### src/rtl/pe_row_responder_pkg.sv
// -----------------------------------------------------------------------------
// pe_row_responder_pkg
// Shared widths, FSM state encoding and arithmetic helpers for the PE row
// responder and its lane MAC.
// No ports (package).
// -----------------------------------------------------------------------------
package pe_row_responder_pkg;

  localparam int DATA_WIDTH      = 8;
  localparam int PARALLEL_WIDTH  = 128;
  localparam int PAR_LANES       = PARALLEL_WIDTH / DATA_WIDTH;
  localparam int LANE_SEL_WIDTH  = $clog2(PAR_LANES);
  localparam int ACT_INDEX_WIDTH = 4;
  localparam int WEI_INDEX_WIDTH = 5;
  localparam int PSUM_WIDTH      = 24;
  localparam int PROD_WIDTH      = 2 * DATA_WIDTH;
  localparam int WAIT_CYC        = 3;
  localparam int WAIT_CNT_WIDTH  = $clog2(WAIT_CYC + 1);

  // Counter value in the final mandatory wait cycle.
  localparam logic [WAIT_CNT_WIDTH-1:0] WAIT_LAST = WAIT_CNT_WIDTH'(WAIT_CYC - 1);

  typedef enum logic [1:0] {
    ST_IDLE = 2'd0,
    ST_MAC  = 2'd1,
    ST_WAIT = 2'd2,
    ST_DONE = 2'd3
  } pe_state_e;

  // Sign-extend a full-precision product into the accumulator width.
  function automatic logic signed [PSUM_WIDTH-1:0] sext_prod(
    input logic signed [PROD_WIDTH-1:0] p
  );
    return {{(PSUM_WIDTH - PROD_WIDTH){p[PROD_WIDTH-1]}}, p};
  endfunction

endpackage

### src/rtl/pe_row_responder_lane_mac.sv
// -----------------------------------------------------------------------------
// pe_lane_mac
// Lane select, signed multiply and wrap-around accumulate for one beat/cycle.
// Ports:
//   clk, reset   clock, asynchronous active-high reset (clears accumulator)
//   beat         consume serial_in * lane[sel] this cycle
//   clear        start a new row: accumulate onto zero instead of acc
//   serial_in    signed serial operand
//   lanes        packed lane vector, lane 0 in LSBs
//   sel          lane select; values >= PAR_LANES select a zero operand
//   acc_next     accumulator value that will be registered at this edge
//   sel_bad      sel is out of range this cycle
// -----------------------------------------------------------------------------
module pe_lane_mac
  import pe_row_responder_pkg::*;
(
  input  logic                              clk,
  input  logic                              reset,
  input  logic                              beat,
  input  logic                              clear,
  input  logic signed [DATA_WIDTH-1:0]      serial_in,
  input  logic        [PARALLEL_WIDTH-1:0]  lanes,
  input  logic        [WEI_INDEX_WIDTH-1:0] sel,
  output logic signed [PSUM_WIDTH-1:0]      acc_next,
  output logic                              sel_bad
);

  logic signed [DATA_WIDTH-1:0] lane_arr [PAR_LANES];
  logic signed [DATA_WIDTH-1:0] lane_op;
  logic signed [PROD_WIDTH-1:0] prod;
  logic signed [PSUM_WIDTH-1:0] acc_q;
  logic signed [PSUM_WIDTH-1:0] acc_d;

  for (genvar g = 0; g < PAR_LANES; g++) begin : g_lane
    assign lane_arr[g] = lanes[g*DATA_WIDTH +: DATA_WIDTH];
  end

  always_comb begin
    sel_bad = (32'(sel) >= PAR_LANES);
    lane_op = sel_bad ? '0 : lane_arr[sel[LANE_SEL_WIDTH-1:0]];
    // Both operands widened first so the product keeps full signed precision.
    prod    = PROD_WIDTH'(serial_in) * PROD_WIDTH'(lane_op);
    acc_d   = acc_q;
    if (beat) begin
      acc_d = (clear ? '0 : acc_q) + sext_prod(prod);
    end
  end

  // ---- accumulator register ----
  always_ff @(posedge clk or posedge reset) begin
    if (reset) acc_q <= '0;
    else       acc_q <= acc_d;
  end

  assign acc_next = acc_d;

endmodule

### src/rtl/pe_row_responder.sv
// -----------------------------------------------------------------------------
// pe_row_responder
// PE-side responder for the mem_controller read interface. Runs the sparse
// row MAC over en beats and returns the row handshake pulses; one signed
// partial sum per computed row leaves through a valid/ready port.
// Ports:
//   clk, reset          clock, asynchronous active-high reset
//   mode                0: act-serial (done_0 per row), 1: weight-serial (done_0 per beat)
//   en                  beat valid
//   serial_out          signed serial operand
//   parallel_out        lane vector, lane 0 in LSBs
//   act_index           lane select in mode 1
//   wei_col_index       lane select in mode 0
//   row_val_num         beats in the row, sampled at row start
//   zero_flag           row carries no data
//   psum_ready          downstream accepts psum
//   row_finish_done_0   pulse: beat group done
//   row_finish_done_1   pulse: skipped row completed
//   row_cal_done        pulse: row fully computed
//   wait_state          mem_controller must hold the next row
//   psum, psum_valid    row sum and its pending flag
//   idx_err             sticky out-of-range lane select
// -----------------------------------------------------------------------------
module pe_row_responder
  import pe_row_responder_pkg::*;
(
  input  logic                              clk,
  input  logic                              reset,
  input  logic                              mode,
  input  logic                              en,
  input  logic signed [DATA_WIDTH-1:0]      serial_out,
  input  logic        [PARALLEL_WIDTH-1:0]  parallel_out,
  input  logic        [ACT_INDEX_WIDTH-1:0] act_index,
  input  logic        [WEI_INDEX_WIDTH-1:0] wei_col_index,
  input  logic        [ACT_INDEX_WIDTH-1:0] row_val_num,
  input  logic                              zero_flag,
  input  logic                              psum_ready,
  output logic                              row_finish_done_0,
  output logic                              row_finish_done_1,
  output logic                              row_cal_done,
  output logic                              wait_state,
  output logic signed [PSUM_WIDTH-1:0]      psum,
  output logic                              psum_valid,
  output logic                              idx_err
);

  pe_state_e                     state_q, state_d;
  logic                          mode_q, mode_d;
  logic [ACT_INDEX_WIDTH-1:0]    rem_q, rem_d;
  logic [WAIT_CNT_WIDTH-1:0]     wcnt_q, wcnt_d;
  logic                          done0_q, done0_d;
  logic                          done1_q, done1_d;
  logic                          cal_q, cal_d;
  logic                          wait_q, wait_d;
  logic signed [PSUM_WIDTH-1:0]  psum_q, psum_d;
  logic                          pv_q, pv_d;
  logic                          err_q, err_d;

  logic                          beat, clear, last, finish;
  logic                          accepting, mode_eff, slot_free;
  logic [WEI_INDEX_WIDTH-1:0]    sel;
  logic signed [PSUM_WIDTH-1:0]  acc_next;
  logic                          sel_bad;

  pe_lane_mac u_mac (
    .clk       (clk),
    .reset     (reset),
    .beat      (beat),
    .clear     (clear),
    .serial_in (serial_out),
    .lanes     (parallel_out),
    .sel       (sel),
    .acc_next  (acc_next),
    .sel_bad   (sel_bad)
  );

  always_comb begin
    state_d = state_q;
    mode_d  = mode_q;
    rem_d   = rem_q;
    wcnt_d  = wcnt_q;
    done0_d = 1'b0;
    done1_d = 1'b0;
    cal_d   = 1'b0;
    wait_d  = wait_q;
    psum_d  = psum_q;
    pv_d    = pv_q;
    err_d   = err_q;
    beat    = 1'b0;
    clear   = 1'b0;
    last    = 1'b0;
    finish  = 1'b0;

    // The DONE cycle accepts a new row exactly like IDLE does.
    accepting = (state_q == ST_IDLE) || (state_q == ST_DONE);
    mode_eff  = accepting ? mode : mode_q;
    sel       = mode_eff ? WEI_INDEX_WIDTH'(act_index) : wei_col_index;
    slot_free = !pv_q || psum_ready;

    if (pv_q && psum_ready) pv_d = 1'b0;

    case (state_q)
      ST_IDLE, ST_DONE: begin
        state_d = ST_IDLE;
        if (en) begin
          if (zero_flag || (row_val_num == '0)) begin
            done1_d = 1'b1;
            cal_d   = 1'b1;
          end else begin
            mode_d  = mode;
            rem_d   = row_val_num;
            beat    = 1'b1;
            clear   = 1'b1;
            state_d = ST_MAC;
          end
        end
      end
      ST_MAC: begin
        if (en) beat = 1'b1;
      end
      ST_WAIT: begin
        if ((wcnt_q >= WAIT_LAST) && slot_free) finish = 1'b1;
        else if (wcnt_q < WAIT_LAST)            wcnt_d = wcnt_q + 1'b1;
      end
      default: state_d = ST_IDLE;
    endcase

    // Shared beat bookkeeping for the first beat (from IDLE/DONE) and MAC beats.
    if (beat) begin
      if (mode_d)  done0_d = 1'b1;
      if (sel_bad) err_d   = 1'b1;
      if (rem_d == ACT_INDEX_WIDTH'(1)) last  = 1'b1;
      else                              rem_d = rem_d - 1'b1;
    end

    if (last) begin
      if (slot_free) begin
        finish = 1'b1;
      end else begin
        state_d = ST_WAIT;
        wait_d  = 1'b1;
        wcnt_d  = '0;
      end
    end

    if (finish) begin
      state_d = ST_DONE;
      wait_d  = 1'b0;
      cal_d   = 1'b1;
      if (!mode_d) done0_d = 1'b1;
      psum_d  = acc_next;
      pv_d    = 1'b1;
    end
  end

  // ---- control and output registers ----
  always_ff @(posedge clk or posedge reset) begin
    if (reset) begin
      state_q <= ST_IDLE;
      mode_q  <= 1'b0;
      rem_q   <= '0;
      wcnt_q  <= '0;
      done0_q <= 1'b0;
      done1_q <= 1'b0;
      cal_q   <= 1'b0;
      wait_q  <= 1'b0;
      psum_q  <= '0;
      pv_q    <= 1'b0;
      err_q   <= 1'b0;
    end else begin
      state_q <= state_d;
      mode_q  <= mode_d;
      rem_q   <= rem_d;
      wcnt_q  <= wcnt_d;
      done0_q <= done0_d;
      done1_q <= done1_d;
      cal_q   <= cal_d;
      wait_q  <= wait_d;
      psum_q  <= psum_d;
      pv_q    <= pv_d;
      err_q   <= err_d;
    end
  end

  assign row_finish_done_0 = done0_q;
  assign row_finish_done_1 = done1_q;
  assign row_cal_done      = cal_q;
  assign wait_state        = wait_q;
  assign psum              = psum_q;
  assign psum_valid        = pv_q;
  assign idx_err           = err_q;

endmodule

### config.mk
export PLATFORM = sky130hd
export DESIGN_NAME = pe_row_responder
export DESIGN_NICKNAME = d
export VERILOG_FILES = /design/src/rtl/pe_row_responder_pkg.sv /design/src/rtl/pe_row_responder_lane_mac.sv /design/src/rtl/pe_row_responder.sv
export SDC_FILE = /design/constraint.sdc
export NUM_CORES = 1
export LEC_CHECK = 0
export CAP_MARGIN = 40
export CORE_MARGIN = 2
export CORE_UTILIZATION = 52
export CTS_CLUSTER_DIAMETER = 100
export DETAILED_ROUTE_END_ITERATION = 16
export GPL_ROUTABILITY_DRIVEN = 0
export GPL_TIMING_DRIVEN = 1
export PLACE_DENSITY = 0.83
export SYNTH_ARGS = -nofsm -noshare
export SYNTH_HDL_FRONTEND = slang
export SYNTH_SLANG_ARGS = --single-unit
### constraint.sdc
create_clock -name clk -period 12.57 [get_ports clk]
set_input_delay 2.514 -clock clk [delete_from_list [all_inputs] [get_ports clk]]
set_output_delay 2.514 -clock clk [all_outputs]
set_load 0.01 [all_outputs]
==> flow_results.xml, run 1 <==
<?xml version="1.0" encoding="UTF-8"?>
<metrics>
  <group name="layout">
    <metric name="fin_area" unit="mm^2">0.00989</metric>
    <metric name="antenna_cells_inserted" unit="">0</metric>
    <metric name="drive_above_1_share" unit="%">9.22</metric>
    <metric name="layout_common_cells" unit="">sky130_fd_sc_hd__clkdlybuf4s50_1 (184), sky130_fd_sc_hd__nand2_1 (117), sky130_fd_sc_hd__inv_1 (107), sky130_fd_sc_hd__nor2_1 (74), sky130_fd_sc_hd__dfrtp_1 (63)</metric>
    <metric name="syn_to_final_growth" unit="%">30.4</metric>
    <metric name="final_nets" unit="">1283</metric>
    <metric name="mostFrequentLayoutCell" unit="">sky130_fd_sc_hd__clkdlybuf4s50_1</metric>
  </group>
  <group name="critical_path">
    <metric name="worstPathArrival" unit="ns">11.78</metric>
    <metric name="critPathMaxFanout" unit="">12</metric>
    <metric name="crit_required" unit="ns">12.78</metric>
    <metric name="crit_path_start_kind" unit="">input port</metric>
    <metric name="critPathSlowestCell" unit="">sky130_fd_sc_hd__mux2i_4</metric>
    <metric name="cp_top_family" unit="">adder cells</metric>
    <metric name="critPathKind" unit="">input port to flop</metric>
    <metric name="critical_path.endpoint_type" unit="">flop</metric>
    <metric name="critical_path_s_largest_stage_delay" unit="ns">0.62</metric>
    <metric name="worstPathBufferInverterCount" unit="">6</metric>
  </group>
  <group name="yosys">
    <metric name="synthesis.area_per_instance" unit="um^2">9.07</metric>
    <metric name="postSynthNetCount" unit="">1104</metric>
    <metric name="yosys.cell_types.count" unit="">66</metric>
    <metric name="yosys_warnings" unit="">0</metric>
    <metric name="synth_edf_count" unit="">0</metric>
    <metric name="synth_seq_area_share" unit="%">20.8</metric>
    <metric name="synthesis.instances" unit="">836</metric>
    <metric name="post_synth_design_cell_area" unit="mm^2">0.00758</metric>
    <metric name="yosys_register_bits" unit="">63</metric>
    <metric name="synth_ff_type" unit="">sky130_fd_sc_hd__dfrtp_1</metric>
    <metric name="asyncSetResetFlopFracSynth" unit="%">100</metric>
  </group>
  <group name="sta">
    <metric name="timing.setup.tns" unit="ns">0</metric>
    <metric name="layout_worst_path_cycle_share" unit="%">92.0</metric>
    <metric name="grt_setup_unrepaired" unit="">no</metric>
    <metric name="max_freq" unit="MHz">86.5</metric>
    <metric name="max_slew.worst_pin.slew" unit="ns">0.808</metric>
    <metric name="final.setup_skew" unit="ns">0.00621</metric>
    <metric name="timing.final.hold_violations" unit="">0</metric>
    <metric name="final_period_minus_worst_setup_slack" unit="ns">11.56</metric>
    <metric name="final-setup-viol-count" unit="">0</metric>
    <metric name="slew_headroom" unit="%">46.1</metric>
    <metric name="finalMaxSlewViolations" unit="">0</metric>
  </group>
  <group name="drt">
    <metric name="first_iter_violations" unit="">516</metric>
    <metric name="post_detailed_route_count_of_antenna_violating_nets" unit="">0</metric>
    <metric name="drt-wirelength-per-cell" unit="um">16.6</metric>
    <metric name="wl" unit="mm">20.0</metric>
    <metric name="vias_per_std_cell" unit="">5.58</metric>
    <metric name="dr_total_vias" unit="">6720</metric>
    <metric name="drtPass1Iterations" unit="">5</metric>
    <metric name="detail_route.drc_violations" unit="">0</metric>
  </group>
  <group name="clock_tree">
    <metric name="cts.hold.buffers_added" unit="">0</metric>
    <metric name="cts-buffers-inserted" unit="">9</metric>
    <metric name="htree_levels" unit="">3</metric>
    <metric name="cts.sink_count" unit="">63</metric>
    <metric name="cts.root.buffer_cell" unit="">sky130_fd_sc_hd__clkbuf_16</metric>
    <metric name="maximum_clock_insertion_buffer_count" unit="">2</metric>
    <metric name="number_of_instances_resized_during_post_cts_repair" unit="">0</metric>
    <metric name="post_cts_setup_buffer_count" unit="">0</metric>
    <metric name="clkTransAtPathRegs" unit="ns">0.05</metric>
    <metric name="worst_skew_pair.late_latency" unit="ns">0.33</metric>
    <metric name="clock_tree_from_tritoncts" unit="">yes</metric>
  </group>
  <group name="floorplan">
    <metric name="number_of_placed_i_o_pins" unit="">185</metric>
    <metric name="die_area" unit="mm^2">0.0156</metric>
    <metric name="fp-row-count" unit="">44</metric>
    <metric name="die_x" unit="um">125</metric>
    <metric name="start_util" unit="%">52.8</metric>
    <metric name="core_area" unit="mm^2">0.0144</metric>
    <metric name="die_h" unit="um">125</metric>
  </group>
  <group name="placement">
    <metric name="port_buffers" unit="">184</metric>
    <metric name="placed_cell_area" unit="mm^2">0.00961</metric>
    <metric name="dp_hpwl" unit="mm">16.6</metric>
  </group>
  <group name="status">
    <metric name="run_status" unit="">complete, no violations</metric>
  </group>
  <group name="run">
    <metric name="number_of_max_capacitance_violations_reported" unit="">0</metric>
  </group>
  <group name="global_route">
    <metric name="pin_count_of_the_biggest_net_entering_global_routing" unit="">64</metric>
    <metric name="groute.layer.met1.usage" unit="%">32.5</metric>
    <metric name="busiest_layer" unit="">met2</metric>
    <metric name="groute.layer.met3.usage" unit="%">4.85</metric>
    <metric name="grt_pass1_wl" unit="mm">34.0</metric>
    <metric name="antenna_violations_before_repair" unit="">0</metric>
    <metric name="met2_usage" unit="%">48.1</metric>
    <metric name="via_count_of_the_first_global_routing_pass" unit="">7151</metric>
    <metric name="global_route.overflow_total" unit="">0</metric>
    <metric name="grt_use_total" unit="%">26.7</metric>
  </group>
  <group name="worst_hold_path">
    <metric name="worst_hold_path_class" unit="">flop to flop</metric>
  </group>
</metrics>
[synthesized netlist by cell type, types with 2 or more instances]
| cell | n | area, um^2 |
|---|---|---|
| sky130_fd_sc_hd__buf_6 | 3 | 33.8 |
| sky130_fd_sc_hd__o21ai_1 | 8 | 40.0 |
| sky130_fd_sc_hd__nand3b_1 | 3 | 22.5 |
| sky130_fd_sc_hd__xnor2_1 | 24 | 210 |
| sky130_fd_sc_hd__nand3_1 | 14 | 70.1 |
| sky130_fd_sc_hd__and2_1 | 33 | 206 |
| sky130_fd_sc_hd__nor4_1 | 3 | 18.8 |
| sky130_fd_sc_hd__nand3_2 | 4 | 40.0 |
| sky130_fd_sc_hd__a211oi_2 | 2 | 25.0 |
| sky130_fd_sc_hd__mux2_2 | 7 | 78.8 |
| sky130_fd_sc_hd__a21oi_1 | 29 | 145 |
| sky130_fd_sc_hd__a221o_1 | 2 | 20.0 |
| sky130_fd_sc_hd__nor3_1 | 15 | 75.1 |
| sky130_fd_sc_hd__a21oi_2 | 4 | 35.0 |
| sky130_fd_sc_hd__a21o_1 | 10 | 75.1 |
| sky130_fd_sc_hd__inv_1 | 108 | 405 |
| sky130_fd_sc_hd__o2111ai_1 | 2 | 17.5 |
| sky130_fd_sc_hd__clkbuf_1 | 13 | 48.8 |
| sky130_fd_sc_hd__o21a_1 | 6 | 45.0 |
| sky130_fd_sc_hd__fa_1 | 57 | 1140 |
| sky130_fd_sc_hd__mux2i_1 | 24 | 240 |
| sky130_fd_sc_hd__inv_2 | 6 | 22.5 |
| sky130_fd_sc_hd__a31oi_2 | 2 | 25.0 |
| sky130_fd_sc_hd__mux2i_4 | 2 | 45.0 |
| sky130_fd_sc_hd__or2_2 | 2 | 12.5 |
| sky130_fd_sc_hd__o21bai_1 | 9 | 67.6 |
| sky130_fd_sc_hd__a211oi_1 | 5 | 37.5 |
| sky130_fd_sc_hd__mux4_2 | 32 | 721 |
| sky130_fd_sc_hd__nor2_1 | 74 | 278 |
| sky130_fd_sc_hd__xor2_1 | 7 | 61.3 |
| sky130_fd_sc_hd__nand4_1 | 5 | 31.3 |
| sky130_fd_sc_hd__nand2b_1 | 6 | 37.5 |
| sky130_fd_sc_hd__dfrtp_1 | 63 | 1580 |
| sky130_fd_sc_hd__a31oi_1 | 12 | 75.1 |
| sky130_fd_sc_hd__ha_1 | 56 | 701 |
| sky130_fd_sc_hd__o211ai_1 | 3 | 22.5 |
| sky130_fd_sc_hd__o21ai_0 | 20 | 100 |
| sky130_fd_sc_hd__nor2b_1 | 4 | 25.0 |
| sky130_fd_sc_hd__nand2_1 | 117 | 439 |
| sky130_fd_sc_hd__and3_1 | 5 | 31.3 |
| sky130_fd_sc_hd__buf_2 | 10 | 50.1 |
[per-layer routing]
layer | vias up | routed length, um
met5 | - | 0
met4 | 0 | 490
met3 | 36 | 1180
met2 | 256 | 10500
met1 | 3241 | 7890
li1 | 3187 | -
[tightest hold or removal path, delay by kind of cell (launching register included)]
family / cells / cell delay [ns]
flops: 1 / 0.34
simple gates: 2 / 0.10
[per-stage QoR]
| step | util, % | hold WS, ns | worst slack [ns] | cells |
|---|---|---|---|---|
| 6_report | 68.8 | 0.467 | 1.01 | 1204 |
| 3_5_place_dp | 66.9 | 0.462 | 0.656 | 1188 |
| 4_1_cts | 68.8 | 0.475 | 0.984 | 1204 |
| 3_3_place_gp | 66.8 | 0.458 | 1.09 | 1187 |
| 5_1_grt | 68.8 | 0.491 | 0.259 | 1204 |
| 2_1_floorplan | - | 0.448 | 2.19 | 836 |
[layout make-up]
| type | instances | area [um^2] |
|---|---|---|
| well taps | 184 | 230 |
| flip-flops and latches | 63 | 1580 |
| fillers | 1112 | 4480 |
| clock buffers | 12 | 256 |
| inverters | 114 | 428 |
| multi-input cells | 631 | 5450 |
| repair buffers | 196 | 1930 |
| clock inverters | 4 | 20.0 |
[kinds of logic after synthesis]
| logic type | synth area share, % |
|---|---|
| buf+inv | 7.54 |
| compound gates | 11.5 |
| xor+xnor | 3.58 |
| mux | 14.7 |
| flops | 20.8 |
| fa+ha+maj | 24.3 |
| simple gates | 17.6 |
[state kept, by name (all words and copies together), names as in the netlist, 2 cells and up]
| name | cells |
|---|---|
| psum | 24 |
| state_q | 2 |
| u_mac.acc_q | 24 |
| rem_q | 4 |
| wcnt_q | 2 |
[path summary, 6_finish.rpt]
check / startpoint / endpoint / slack [ns] / cells after the start
max: mode / psum[21] / 1.01 / 38
min: psum[3] / psum[3] / 0.47 / 2
max reg2reg: state_q[0] / psum[21] / 2.70 / 39
min reg2reg: psum[3] / psum[3] / 0.47 / 2
max in group asynchronous: reset / psum[13] / 9.29 / 3
min in group asynchronous: reset / u_mac.acc_q[9] / 2.75 / 3
Power of run 1 is left out: the tool's default activity adds up to more than one toggle a clock period on the data nets, which glitch-free logic cannot reach.
==> run 2: changes to the inputs <==
TNS_END_PERCENT = 20   (was default)
==> results of run 2 <==
Final layout, timing and power as in run 1 (identical DEF).
Power of run 2 is left out for the same reason.
==> run 3: changes to the inputs <==
SKIP_CTS_REPAIR_TIMING = 1   (was default)
==> results of run 3 <==
Final layout, timing and power as in run 1 (identical DEF).
Power of run 3 is left out for the same reason.
